`src/rtl/ugt_share_arbiter.sv`:
```
// Round-robin arbiter sharing one unsigned greater-than comparator among N requesters.
// Optional statistics ports are enabled by defining UGT_SHARE_ARBITER_STATS_EN.

module ugt_cmp #(
  parameter int WIDTH = 4
) (
  input  logic [WIDTH-1:0] in0,
  input  logic [WIDTH-1:0] in1,
  output logic             out
);
  assign out = (in0 > in1);
endmodule

module ugt_share_arbiter #(
  parameter int WIDTH = 4,
  parameter int N     = 4,
  parameter int IDW   = 2
) (
  input  logic               CLK,
  input  logic               RESET,
  input  logic [N-1:0]       req_valid,
  input  logic [N*WIDTH-1:0] req_a,
  input  logic [N*WIDTH-1:0] req_b,
  output logic [N-1:0]       req_ready,
  output logic               resp_valid,
  input  logic               resp_ready,
  output logic [IDW-1:0]     resp_id,
  output logic               resp_gt
`ifdef UGT_SHARE_ARBITER_STATS_EN
  ,
  output logic [15:0]        txn_count,
  output logic [N-1:0]       last_grant_onehot
`endif
);

  typedef enum logic [1:0] {
    S_IDLE = 2'd0,
    S_CMP  = 2'd1,
    S_RESP = 2'd2
  } state_t;

  state_t            r_state;
  state_t            w_state_next;

  logic [IDW-1:0]    r_rr_ptr;
  logic [WIDTH-1:0]  r_a;
  logic [WIDTH-1:0]  r_b;
  logic [IDW-1:0]    r_id;
  logic [IDW-1:0]    r_resp_id;
  logic              r_resp_gt;

  logic [WIDTH-1:0]  w_req_a [N];
  logic [WIDTH-1:0]  w_req_b [N];
  logic [IDW-1:0]    w_rot_idx [N];
  logic [N-1:0]      w_rot_valid;

  logic              w_grant_found;
  logic [IDW-1:0]    w_grant_idx;
  logic [N-1:0]      w_grant_onehot;
  logic [N-1:0]      w_req_ready;
  logic              w_resp_valid;
  logic              w_accept;
  logic              w_handshake;
  logic              w_cmp_gt;

  // Unpack operand buses and build the rotated search order starting at r_rr_ptr.
  genvar gi;
  generate
    for (gi = 0; gi < N; gi++) begin : g_lane
      logic [IDW:0] w_sum;
      assign w_req_a[gi] = req_a[gi*WIDTH +: WIDTH];
      assign w_req_b[gi] = req_b[gi*WIDTH +: WIDTH];
      assign w_sum       = {1'b0, r_rr_ptr} + (IDW+1)'(gi);
      assign w_rot_idx[gi] = (w_sum >= (IDW+1)'(N)) ?
                             IDW'(w_sum - (IDW+1)'(N)) : w_sum[IDW-1:0];
      assign w_rot_valid[gi] = req_valid[w_rot_idx[gi]];
    end
  endgenerate

  // Lowest rotation offset with a pending request wins.
  always_comb begin
    w_grant_found = 1'b0;
    w_grant_idx   = '0;
    for (int i = N - 1; i >= 0; i--) begin
      if (w_rot_valid[i]) begin
        w_grant_found = 1'b1;
        w_grant_idx   = w_rot_idx[i];
      end
    end
  end

  always_comb begin
    w_grant_onehot = '0;
    if (w_grant_found) begin
      w_grant_onehot[w_grant_idx] = 1'b1;
    end
  end

  ugt_cmp #(
    .WIDTH (WIDTH)
  ) u_cmp (
    .in0 (r_a),
    .in1 (r_b),
    .out (w_cmp_gt)
  );

  // State register
  always_ff @(posedge CLK) begin
    if (RESET) begin
      r_state <= S_IDLE;
    end else begin
      r_state <= w_state_next;
    end
  end

  // Next-state logic
  always_comb begin
    w_state_next = r_state;
    case (r_state)
      S_IDLE:  if (w_grant_found) w_state_next = S_CMP;
      S_CMP:   w_state_next = S_RESP;
      S_RESP:  if (resp_ready) w_state_next = S_IDLE;
      default: w_state_next = S_IDLE;
    endcase
  end

  // Output logic
  always_comb begin
    w_req_ready  = '0;
    w_resp_valid = 1'b0;
    case (r_state)
      S_IDLE:  if (!RESET) w_req_ready = w_grant_onehot;
      S_RESP:  w_resp_valid = 1'b1;
      default: ;
    endcase
  end

  assign w_accept    = (r_state == S_IDLE) && w_grant_found;
  assign w_handshake = w_resp_valid && resp_ready;

  always_ff @(posedge CLK) begin
    if (RESET) begin
      r_rr_ptr  <= '0;
      r_a       <= '0;
      r_b       <= '0;
      r_id      <= '0;
      r_resp_id <= '0;
      r_resp_gt <= 1'b0;
    end else begin
      if (w_accept) begin
        r_a  <= w_req_a[w_grant_idx];
        r_b  <= w_req_b[w_grant_idx];
        r_id <= w_grant_idx;
      end
      if (r_state == S_CMP) begin
        r_resp_gt <= w_cmp_gt;
        r_resp_id <= r_id;
      end
      // Priority moves just past the requester that was served.
      if (w_handshake) begin
        r_rr_ptr <= (r_id == IDW'(N - 1)) ? '0 : r_id + IDW'(1);
      end
    end
  end

  assign req_ready  = w_req_ready;
  assign resp_valid = w_resp_valid;
  assign resp_id    = r_resp_id;
  assign resp_gt    = r_resp_gt;

`ifdef UGT_SHARE_ARBITER_STATS_EN
  logic [15:0]  r_txn_count;
  logic [N-1:0] r_last_grant_onehot;

  always_ff @(posedge CLK) begin
    if (RESET) begin
      r_txn_count         <= '0;
      r_last_grant_onehot <= '0;
    end else begin
      if (w_handshake && (r_txn_count != 16'hFFFF)) begin
        r_txn_count <= r_txn_count + 16'd1;
      end
      if (w_accept) begin
        r_last_grant_onehot <= w_grant_onehot;
      end
    end
  end

  assign txn_count         = r_txn_count;
  assign last_grant_onehot = r_last_grant_onehot;
`endif

endmodule

```
`config.mk`:
```
export PLATFORM = sky130hd
export DESIGN_NAME = ugt_share_arbiter
export DESIGN_NICKNAME = d
export VERILOG_FILES = /design/src/rtl/ugt_share_arbiter.sv
export SDC_FILE = /design/constraint.sdc
export NUM_CORES = 1
export LEC_CHECK = 0
export CAP_MARGIN = 10
export CORE_ASPECT_RATIO = 2
export CORE_MARGIN = 10
export CORE_UTILIZATION = 45
export CTS_BUF_LIST = sky130_fd_sc_hd__clkbuf_2 sky130_fd_sc_hd__clkbuf_4 sky130_fd_sc_hd__clkbuf_8
export CTS_CLUSTER_DIAMETER = 80
export DETAILED_ROUTE_END_ITERATION = 10
export PLACE_DENSITY = 0.88
export SLEW_MARGIN = 20
export SYNTH_ARGS = -nofsm -noshare
export SYNTH_HDL_FRONTEND = slang
export SYNTH_SLANG_ARGS = --single-unit
```
`constraint.sdc`:
```
create_clock -name CLK -period 2.8 [get_ports CLK]
set_input_delay 0.84 -clock CLK [delete_from_list [all_inputs] [get_ports CLK]]
set_output_delay 0.84 -clock CLK [all_outputs]
set_load 0.05 [all_outputs]
```
==> results <==
## kinds of logic (layout without fill, tap and decap cells)
family	after synthesis	count (layout)
simple gates	40	40
flops	17	17
compound gates	51	51
fa+ha+maj	5	5
mux	3	3
buf+inv	14	69
## area by class of cell
type | count | share of cell area (%)
repair buffers | 59 | 31.3
multi-input cells | 99 | 44.6
clock buffers | 3 | 2.24
flip-flops and latches | 17 | 18.4
clock inverters | 1 | 0.271
well taps | 28 | 1.90
inverters | 6 | 1.22
## state kept, by name (all words and copies together), names as in the netlist
register  count
r_a           4
resp_id       2
r_id          2
resp_gt       1
r_b           4
r_state       2
r_rr_ptr      2
## metal layers
layer / global-route usage [%] / vias up / wire [um]
met5: 0 / - / 0
met4: 7.86 / 0 / 98
met3: 2.87 / 6 / 190
met2: 25.5 / 39 / 2060
met1: 12.8 / 557 / 1400
li1: - / 597 / -
## layout by cell type (no fill, tap or decap), types with 5 or more instances in the layout
| master | n |
|---|---|
| clkdlybuf4s50_1 | 38 |
| dfxtp_1 | 17 |
| a21boi_0 | 15 |
| buf_4 | 13 |
| nand2_1 | 9 |
| nor2_1 | 8 |
| a211oi_1 | 8 |
| a211oi_2 | 8 |
| inv_1 | 6 |
| a21oi_1 | 6 |
| ha_1 | 5 |
## worst max path at each step
stage                              end  cells after the start          from  slack, ns
after floorplan           req_ready[2]                      5  req_valid[2]      -0.03
after global placement    req_ready[2]                      6  req_valid[0]      -0.42
after detailed placement  req_ready[2]                      6  req_valid[0]      -0.49
after CTS                 req_ready[3]                      6  req_valid[1]       0.01
after global routing      req_ready[1]                      6  req_valid[0]      0.001
final                     req_ready[3]                      6  req_valid[1]       0.04
## cells in the mapped netlist (all sizes together), types with 5 or more instances
master	instances
nand2	9
a21oi	6
inv	6
a21boi	17
nor2	9
nor4	5
a211oi	16
dfxtp	17
ha	5
## tightest hold or removal path, cell delays in order, from the launching register on
cell     delay, ns
dfxtp_1       0.31
nand2_1       0.05
a21oi_1       0.06
## power by group through the flow
stage | Clock (uW) | Combinational (uW) | Sequential [uW]
after detailed placement | 0 | 309 | 288
after CTS | 182 | 319 | 283
final | 179 | 322 | 283
after global placement | 0 | 294 | 287
after floorplan | 0 | 179 | 294
after global routing | 189 | 347 | 286
## repair_timing
| item | in CTS | in global routing |
|---|---|---|
| pin swaps | 4 | 2 |
| setup endpoints to repair | 4 | 4 |
| cloned | 0 | 0 |
| resized for setup | 25 | 2 |
## per-stage QoR
step | util (%) | std cells | hold WS, ns | setup TNS [ns] | total power, uW
floorplan | - | 130 | 0.448 | -0.0259 | 473
global placement | 69.3 | 209 | 0.447 | -1.93 | 581
detailed placement | 69.3 | 209 | 0.459 | -2.43 | 597
CTS | 72.2 | 213 | 0.468 | 0 | 784
global route | 72.7 | 213 | 0.522 | 0 | 822
finish | 72.7 | 213 | 0.466 | 0 | 785
==> key figures <==
Run status
  • Status: finished, final reports clean

GRT
  • Vias in the first global route: 1,305
  • First-pass GRT wire length: 5880 um
  • Initial antenna violation count: 0
  • Total GRT Usage: 13.5%
  • Largest net degree at the start of global routing: 18
  • Global route overflow: 0

Power
  • Sw Share: 32.4%
  • Pwr dens: 425 mW/mm2
  • Leak: between 0.0006 and 0.0007 uW
  • Peak VDD IR: 313 uV
  • Clk pwr share: 22.8%
  • Reg power frac: a little over a third
  • Combinational power share: roughly 41%
  • Total net switching power: between 200 and 300 uW
  • Pint: roughly 530 uW

Detailed routing
  • Routed vias: 1,199
  • Antenna Violating Nets Remaining: 0
  • Drt first pass iters: 4
  • Vias/cell: 5.63
  • Drt drc: 0
  • Iteration-0 DRC Markers: 37
  • Detailed Route WL: 3740 um
  • WL per Instance: 17.6 um

Worst hold path
  • Hold path cells: 2
  • Hold Startpoint: resp_gt
  • Hold Path Class: reg -> reg
  • Hold Path Sink: resp_gt

Synth
  • Largest family of logic cells by synthesized area: compound AO/OA/AOI/OAI gates
  • Post-Synth Simple-Gate Area: between 10% and 20%
  • Yosys top cell by area: dfxtp_1
  • Synth Cell Area: 0.00118 mm2
  • Post-synthesis mux area share: 2.65%
  • Synthesized Nets: 174
  • Ranking of synthesized cells by area: dfxtp_1 (29%), a21boi_0 (9.6%), a211oi_2 (8.5%)
  • Sequential-to-total area share from yosys stat: 28.9%
  • Synth Flop Type: dfxtp_1
  • Yosys top cell area share: 28.9%
  • Synth async-reset ratio: 0%
  • Post-Synthesis Cells: 130
  • EDFF count, synth: 0
  • Post-synthesis xor/xnor area fraction: 0%
  • Yosys warnings: 0
  • Avg Inst Size Synth: ~9.1 um2
  • Synth cell types: 33
  • Post-synthesis sequential element count: 17
  • Post-Synth Adder-Cell Area: 5.31%
  • Complex-gate fraction of the synthesized area: 37.2%

Floorplan
  • Row count: 26
  • Starting Density: between 40 and 50%
  • Core area: 0.00254 mm2
  • # IOs: 47
  • Die height: 92.4 um
  • Die area: around 0.0052 mm2
  • Width of the die: 56.2 um

Clock network
  • Clk buf depth: 2
  • Clock sink count: 17
  • Clk_lat worst skew: 0.25 ns
  • Post-CTS Hold Fix Bufs: 0
  • H-Tree Level Count: 1
  • CTS clk-pin slew, worst paths: ~0.07 ns
  • # Post-CTS Setup Buffers: 0
  • TritonCTS clock tree: built
  • CTS Buf Count: 3
  • Root Driver: clkbuf_8

Finish
  • Layout net count: 230
  • Final instance area: 0.00185 mm2
  • Sequential Area: 340 um2
  • Fillers: 190
  • Area growth, synth to finish: 56.6%
  • Multi-input combinational cell area: 823 um2
  • N_diodes: 0
  • Share of layout cells above drive strength 1: 27.6%

STA
  • Final setup viols: 0
  • Final hold vios: 0
  • Rel. slew slack: 66.1%
  • Crit share post-route: approximately 100%
  • Achievable Freq: 0.362 GHz
  • Post-route setup slack: 0.0411 ns
  • Worst-Margin Slew: a little over 0.5 ns
  • Max Slew Vio Count: 0
  • RSZ-0062 raised after global routing: false
  • Skew final: 0.00131 ns
  • Min cycle time layout: 2.76 ns

Critical path
  • Critical-path cell list: buf_2 > nor4_2 > or3_4 > nor2_4 > and3_4 > buf_12
  • Crit path buf inv count: 2
  • Reg-to-Reg End: r_b[2]
  • CP top delay family: simple AND/OR/NAND/NOR gates
  • Flop2flop setup slack: 0.85 ns
  • Required time worst endpoint: 1.96 ns
  • Worst Path Arrival: 1.92 ns
  • Critical-path cell with the highest stage delay: or3_4
  • R2R cell count: 6
  • RR Startpoint: r_rr_ptr[1]
  • CP Launch Type: input pin
  • Kind of critical path: in -> out
  • Critical Path Max Stage Delay: 0.38 ns
  • Worst-path fanout max: 5
  • CP endpoint kind: primary output

Placement
  • Pre-CTS setup slack: -0.487 ns
  • Number of I/O port buffers: between 40 and 50
  • Hpwl dp: 3130 um
  • GPL Wtd Cong: 0.783
  • Placed cell area: between 0.0015 and 0.002 mm2

Flow run
  • Max-cap violation count: 0
(Power assumes the default switching activity.)
==> patch 1 (same flow settings) <==
Change the parameter `IDW` from 2 to 4.
--- a/src/rtl/ugt_share_arbiter.sv
+++ b/src/rtl/ugt_share_arbiter.sv
@@ -16,3 +16,3 @@
   parameter int N     = 4,
-  parameter int IDW   = 2
+  parameter int IDW   = 4
 ) (
Ports: changed (resized resp_id); port bits go from 47 to 49. The function was not compared with the original's and may differ.
==> patch 1 against the unedited design <==
Critical endpoint is now req_ready[2]; wire length is 130% higher; cell area grew 88%; worst hold slack gained 16 ps; the flow now finishes with violations (negative setup slack); first-iteration DRC count grew to 6.4 times the old value; setup slack lost 820 ps; largest power group unchanged; clock power rose by 20%; sequential cell count is 6 higher; total power up 74%; synthesized area rose by 89%.
==> patch 1: results (changes against the unedited design) <==
\begin{tabular}{lr}
\hline
Metric & Value \\
\hline
\multicolumn{2}{l}{\textbf{Drt}} \\
\quad Number of iterations in the first detailed-routing pass & 5 (+1) \\
\quad Initial DRC count & 238 (+540\%) \\
\quad Routed wire per std cell & 19.89 um (+13\%) \\
\multicolumn{2}{l}{\textbf{Timing}} \\
\quad Layout Skew & 2.146 ps (+0.8322 ps) \\
\quad Setup violation total in the final timing report & 6 (+6) \\
\quad Min setup slack post-route & -778.3 ps (-819.4 ps) \\
\multicolumn{2}{l}{\textbf{Logic synthesis}} \\
\quad Compound-Gate Fraction of Synth Area & 34.31\% (-2.8 points) \\
\quad Fraction of synthesized area in multiplexers & 6.513\% (+3.9 points) \\
\quad Unique cell type count in the Yosys netlist & 53 (+61\%) \\
\quad Synthesized net count & 328 (+89\%) \\
\quad Area share of fa/ha/maj cells after synthesis & 9.545\% (+4.2 points) \\
\multicolumn{2}{l}{\textbf{Global routing}} \\
\quad Overall fraction of global-route tracks in use & 19.51\% (+6.0 points) \\
\quad Met3 usage in global routing & 3.713\% (+0.84 points) \\
\quad Met2 demand-to-capacity share in global routing & 36.45\% (+11 points) \\
\quad Vias in the first global route & 2812 (+120\%) \\
\multicolumn{2}{l}{\textbf{Placed design}} \\
\quad Half-perimeter wire length after detailed placement & 5.824 mm (+86\%) \\
\quad Input/output buffers & 48 (+4.3\%) \\
\multicolumn{2}{l}{\textbf{Power and ir drop}} \\
\quad Maximum ir drop on the vdd rail & 0.0004309 V (+38\%) \\
\multicolumn{2}{l}{\textbf{Critical path}} \\
\quad Worst-path fanout max & 4 (-1) \\
\quad Critical path data arrival time & 2740 ps (+820 ps) \\
\multicolumn{2}{l}{\textbf{Run status}} \\
\quad Violations in the final reports & negative setup slack \\
\quad Outcome & finished, violations left \\
\multicolumn{2}{l}{\textbf{Cells and area}} \\
\quad Number of nets in the layout & 424 (+84\%) \\
\quad Fillers & 327 (+72\%) \\
\multicolumn{2}{l}{\textbf{Clock network}} \\
\quad Clock latency on the worst-skew pair & 270 ps (+20 ps) \\
\hline
\end{tabular}
-- patch 1: cell count changes after synthesis, sizes merged, moves of 6 or more --
cell    delta
nand3     +20
a21boi    -17
o21ai     +14
a21o      +13
ha        +12
a31oi     +10
and2       +9
nor2       +9
a211o      +8
a41oi      +7
inv        +7
buf        +6
clkbuf     +6
dfxtp      +6
-- patch 1: cell families (layout without fill, tap and decap cells) --
| logic type | count (synthesis) | count (layout) |
|---|---|---|
| AOI/OAI and AO/OA | 100 | 100 |
| muxes | 9 | 9 |
| and+or+nand+nor | 84 | 84 |
| DFF | 23 | 23 |
| xor gates and xnor gates | 6 | 6 |
| adders and majority gates | 17 | 17 |
| buffers and inverters | 33 | 128 |
-- patch 1: worst paths after layout --
check	from	cells past startpoint	endpoint	slack, ps
max	req_valid[2]	9	req_ready[2]	-780
min	resp_gt	2	resp_gt	480
max reg2reg	r_rr_ptr[0]	17	r_id[2]	-430
min reg2reg	resp_gt	2	resp_gt	480
-- patch 1: timing repair --
| action | 4_1_cts | 5_1_grt |
|---|---|---|
| pin swaps | 10 | 10 |
| gates resized for setup | 50 | 16 |
| gates cloned | 0 | 0 |
| setup endpoints to repair | 16 | 6 |
| setup buffers | 22 | 2 |
-- patch 1: worst max-delay path, stage by stage --
cell and delay, ps:
sky130_fd_sc_hd__buf_8 100, sky130_fd_sc_hd__mux4_2 530, sky130_fd_sc_hd__buf_6 160, sky130_fd_sc_hd__o41ai_4 440
sky130_fd_sc_hd__nor2_2 70, sky130_fd_sc_hd__o211ai_1 160, sky130_fd_sc_hd__clkbuf_16 220, sky130_fd_sc_hd__nor4_4 40
sky130_fd_sc_hd__buf_6 150
-- patch 1: layout make-up --
cell class	count	area (um^2)	share of cell area [%]
Tap cell	57	71.32	2.054
Multi-Input combinational cell	216	1759	50.67
Inverter	13	53.80	1.550
Timing Repair Buffer	111	1074	30.92
Clock buffer	3	41.29	1.189
Clock inverter	1	5.005	0.1441
Sequential cell	23	467.9	13.48
-- patch 1: stage by stage --
| step | util (%) | cell area, um^2 | setup TNS [ps] |
|---|---|---|---|
| 2_1_floorplan | - | 2340 | -3426 |
| 3_3_place_gp | 65.29 | 3147 | -9126 |
| 3_5_place_dp | 65.29 | 3147 | -10240 |
| 4_1_cts | 70.56 | 3401 | -3858 |
| 5_1_grt | 72.04 | 3472 | -4099 |
| 6_report | 72.04 | 3472 | -3843 |
-- patch 1: routing by layer --
layer,vias up,wire [um]
li1,1218,-
met1,1274,2893
met2,137,4636
met3,39,440
met4,0,465
met5,-,0
-- patch 1: power by group --
group / switching (uW) / internal [uW]
sequential: 33.8 / 369
combinational: 380 / 368
clock: 114 / 99.7
==> patch 2 (same settings) <==
Made on the original files. Encoding of `state_t`: now one-hot (3 bits for 3 states).
--- a/src/rtl/ugt_share_arbiter.sv
+++ b/src/rtl/ugt_share_arbiter.sv
@@ -35,6 +35,6 @@
 
-  typedef enum logic [1:0] {
-    S_IDLE = 2'd0,
-    S_CMP  = 2'd1,
-    S_RESP = 2'd2
+  typedef enum logic [2:0] {
+    S_IDLE = 3'b001,
+    S_CMP  = 3'b010,
+    S_RESP = 3'b100
   } state_t;
Formal check against the unedited RTL: same outputs for any inputs over 10 cycles, from zero or initial values and one cycle with RESET high; not proved beyond that.
==> patch 2 against the unedited design <==
The flow now finishes with violations (negative setup slack); utilization increased by 5.9 points; setup slack got worse by 130 ps; largest cell class unchanged; wire length increased by 4.3%; cell area increased by 6.8%; largest power group unchanged; sequential cell count increased by 1; synthesized area decreased by 1.6%; total power increased by 7.4%; first-iteration DRC count decreased by 14%.
==> patch 2: results (changes against the unedited design) <==
\begin{tabular}{lr}
\hline
Metric & Value \\
\hline
\multicolumn{2}{l}{\textbf{Critical path}} \\
\quad CP max stage delay & 270 ps (-110 ps) \\
\quad Capturing element of the worst setup path & req\_ready[2] \\
\quad Worst-path fanout max & 3 (-2) \\
\quad Critical path data arrival time & 2050 ps (+130 ps) \\
\quad Register-to-register setup slack & 630 ps (-220 ps) \\
\quad Max stage delay cell, worst path & sky130\_fd\_sc\_hd\_\_o32a\_1 \\
\multicolumn{2}{l}{\textbf{Logic synthesis}} \\
\quad Share of the yosys chip area belonging to registers & 31.07\% (+2.2 points) \\
\quad Top post-synthesis cells by count & sky130\_fd\_sc\_hd\_\_mux2i\_1, sky130\_fd\_sc\_hd\_\_dfxtp\_1, sky130\_fd\_sc\_hd\_\_nand3b\_1, sky130\_fd\_sc\_hd\_\_nor2\_1, sky130\_fd\_sc\_hd\_\_o221ai\_2 \\
\quad Dominant cells by area after synthesis & sky130\_fd\_sc\_hd\_\_dfxtp\_1, sky130\_fd\_sc\_hd\_\_mux2i\_1, sky130\_fd\_sc\_hd\_\_o221ai\_2, sky130\_fd\_sc\_hd\_\_nand3b\_1, sky130\_fd\_sc\_hd\_\_ha\_1 \\
\quad Synthesized net count & 163 (-6.3\%) \\
\quad Unique cell type count in the Yosys netlist & 37 (+12\%) \\
\quad Proportion of synthesized flip-flops having asynchronous set or reset & 0\% (unchanged) \\
\multicolumn{2}{l}{\textbf{Cells and area}} \\
\quad Fraction of final layout cells with drive strength greater than 1 & 29.61\% (+2.0 points) \\
\quad Number of nets in the layout & 225 (-2.2\%) \\
\quad Top Registers & r\_a (4), r\_b (4), r\_state (3) \\
\quad Fillers & 168 (-12\%) \\
\multicolumn{2}{l}{\textbf{Placed design}} \\
\quad Half-perimeter wire length after detailed placement & 2.922 mm (-6.6\%) \\
\quad Global placement routability congestion & 0.9058 (+16\%) \\
\quad Pre-CTS worst setup slack & -512.6 ps (-25.90 ps) \\
\multicolumn{2}{l}{\textbf{Timing}} \\
\quad Min setup slack post-route & -93.88 ps (-135.0 ps) \\
\quad Setup violation total in the final timing report & 4 (+4) \\
\quad Normalized max-slew margin & 65.39\% (-0.72 points) \\
\multicolumn{2}{l}{\textbf{Run status}} \\
\quad Violations in the final reports & negative setup slack \\
\quad Outcome & finished, violations left \\
\multicolumn{2}{l}{\textbf{Power and ir drop}} \\
\quad Leakage dissipation & 0.0008235 uW (+20\%) \\
\quad Power density relative to cell area & 427.6 nW/um\^{}2 (+0.59\%) \\
\quad Switching share of total power & 31.55\% (-0.90 points) \\
\multicolumn{2}{l}{\textbf{Global routing}} \\
\quad Pin count of the biggest net entering global routing & 20 (+2) \\
\quad Overall fraction of global-route tracks in use & 13.95\% (+0.44 points) \\
\quad Vias in the first global route & 1354 (+3.8\%) \\
\quad First-pass GRT wire length & 6.085 mm (+3.5\%) \\
\multicolumn{2}{l}{\textbf{Drt}} \\
\quad Initial DRC count & 32 (-14\%) \\
\quad Routed wire per std cell & 18.86 um (+7.3\%) \\
\hline
\end{tabular}
[patch 2: repair_timing]
action | in CTS | in global routing
pin swaps | 8 | 3
setup buffers | 2 | 5
setup endpoints to repair | 4 | 4
gates resized for setup | 37 | 3
[patch 2: metal layers]
layer / global-route usage (%) / vias to the layer above / wire (um)
met5: 0 / - / 0
met4: 5.444 / 0 / 83
met3: 2.624 / 6 / 165
met2: 29.51 / 50 / 2362
met1: 11.78 / 557 / 1293
li1: - / 570 / -
[patch 2: how the worst min path moves through the flow]
stage	from	to	slack, ps	cells after the start
3_5_place_dp	resp_gt	resp_gt	490	2
3_3_place_gp	resp_id[1]	resp_id[1]	480	2
5_1_grt	resp_id[1]	resp_id[1]	530	2
6_report	resp_id[1]	resp_id[1]	520	2
2_1_floorplan	r_rr_ptr[0]	r_rr_ptr[0]	470	2
4_1_cts	resp_gt	resp_gt	520	2
[patch 2: logic make-up after synthesis]
logic type      share of synthesized area, %
compound gates                         20.82
fa+ha+maj                              5.394
buf+inv                                5.610
flops                                  31.07
mux                                    16.40
simple gates                           20.71
[patch 2: power by group through the flow]
stage / sequential (uW) / combinational, uW / clock (uW)
6_report: 307 / 356 / 179
3_5_place_dp: 309 / 305 / 0
3_3_place_gp: 308 / 292 / 0
4_1_cts: 305 / 338 / 176
5_1_grt: 308 / 382 / 184
2_1_floorplan: 307 / 177 / 0
[patch 2: worst min-delay path: cells and delay by family, from the launching register on]
family,cells,cell delay (ps)
flops,1,330
mux,1,70
simple gates,1,90
[patch 2: area by class of cell]
cell class | count | area (um^2) | area share, %
inverters | 5 | 18.77 | 0.9524
repair buffers | 65 | 666.9 | 33.84
multi-input cells | 88 | 848.3 | 43.05
clock buffers | 3 | 41.29 | 2.095
flip-flops and latches | 18 | 360.3 | 18.29
well taps | 28 | 35.03 | 1.778
[patch 2: stage by stage]
step           TNS [ps]  util [%]  instance area [um^2]  std cells
2_1_floorplan    -483.0         -                  1191        119
3_3_place_gp      -2007     71.08                  1780        197
3_5_place_dp      -2769     71.08                  1780        197
4_1_cts          -178.3     76.57                  1918        202
5_1_grt          -371.5     78.67                  1971        207
6_report         -246.4     78.67                  1971        207
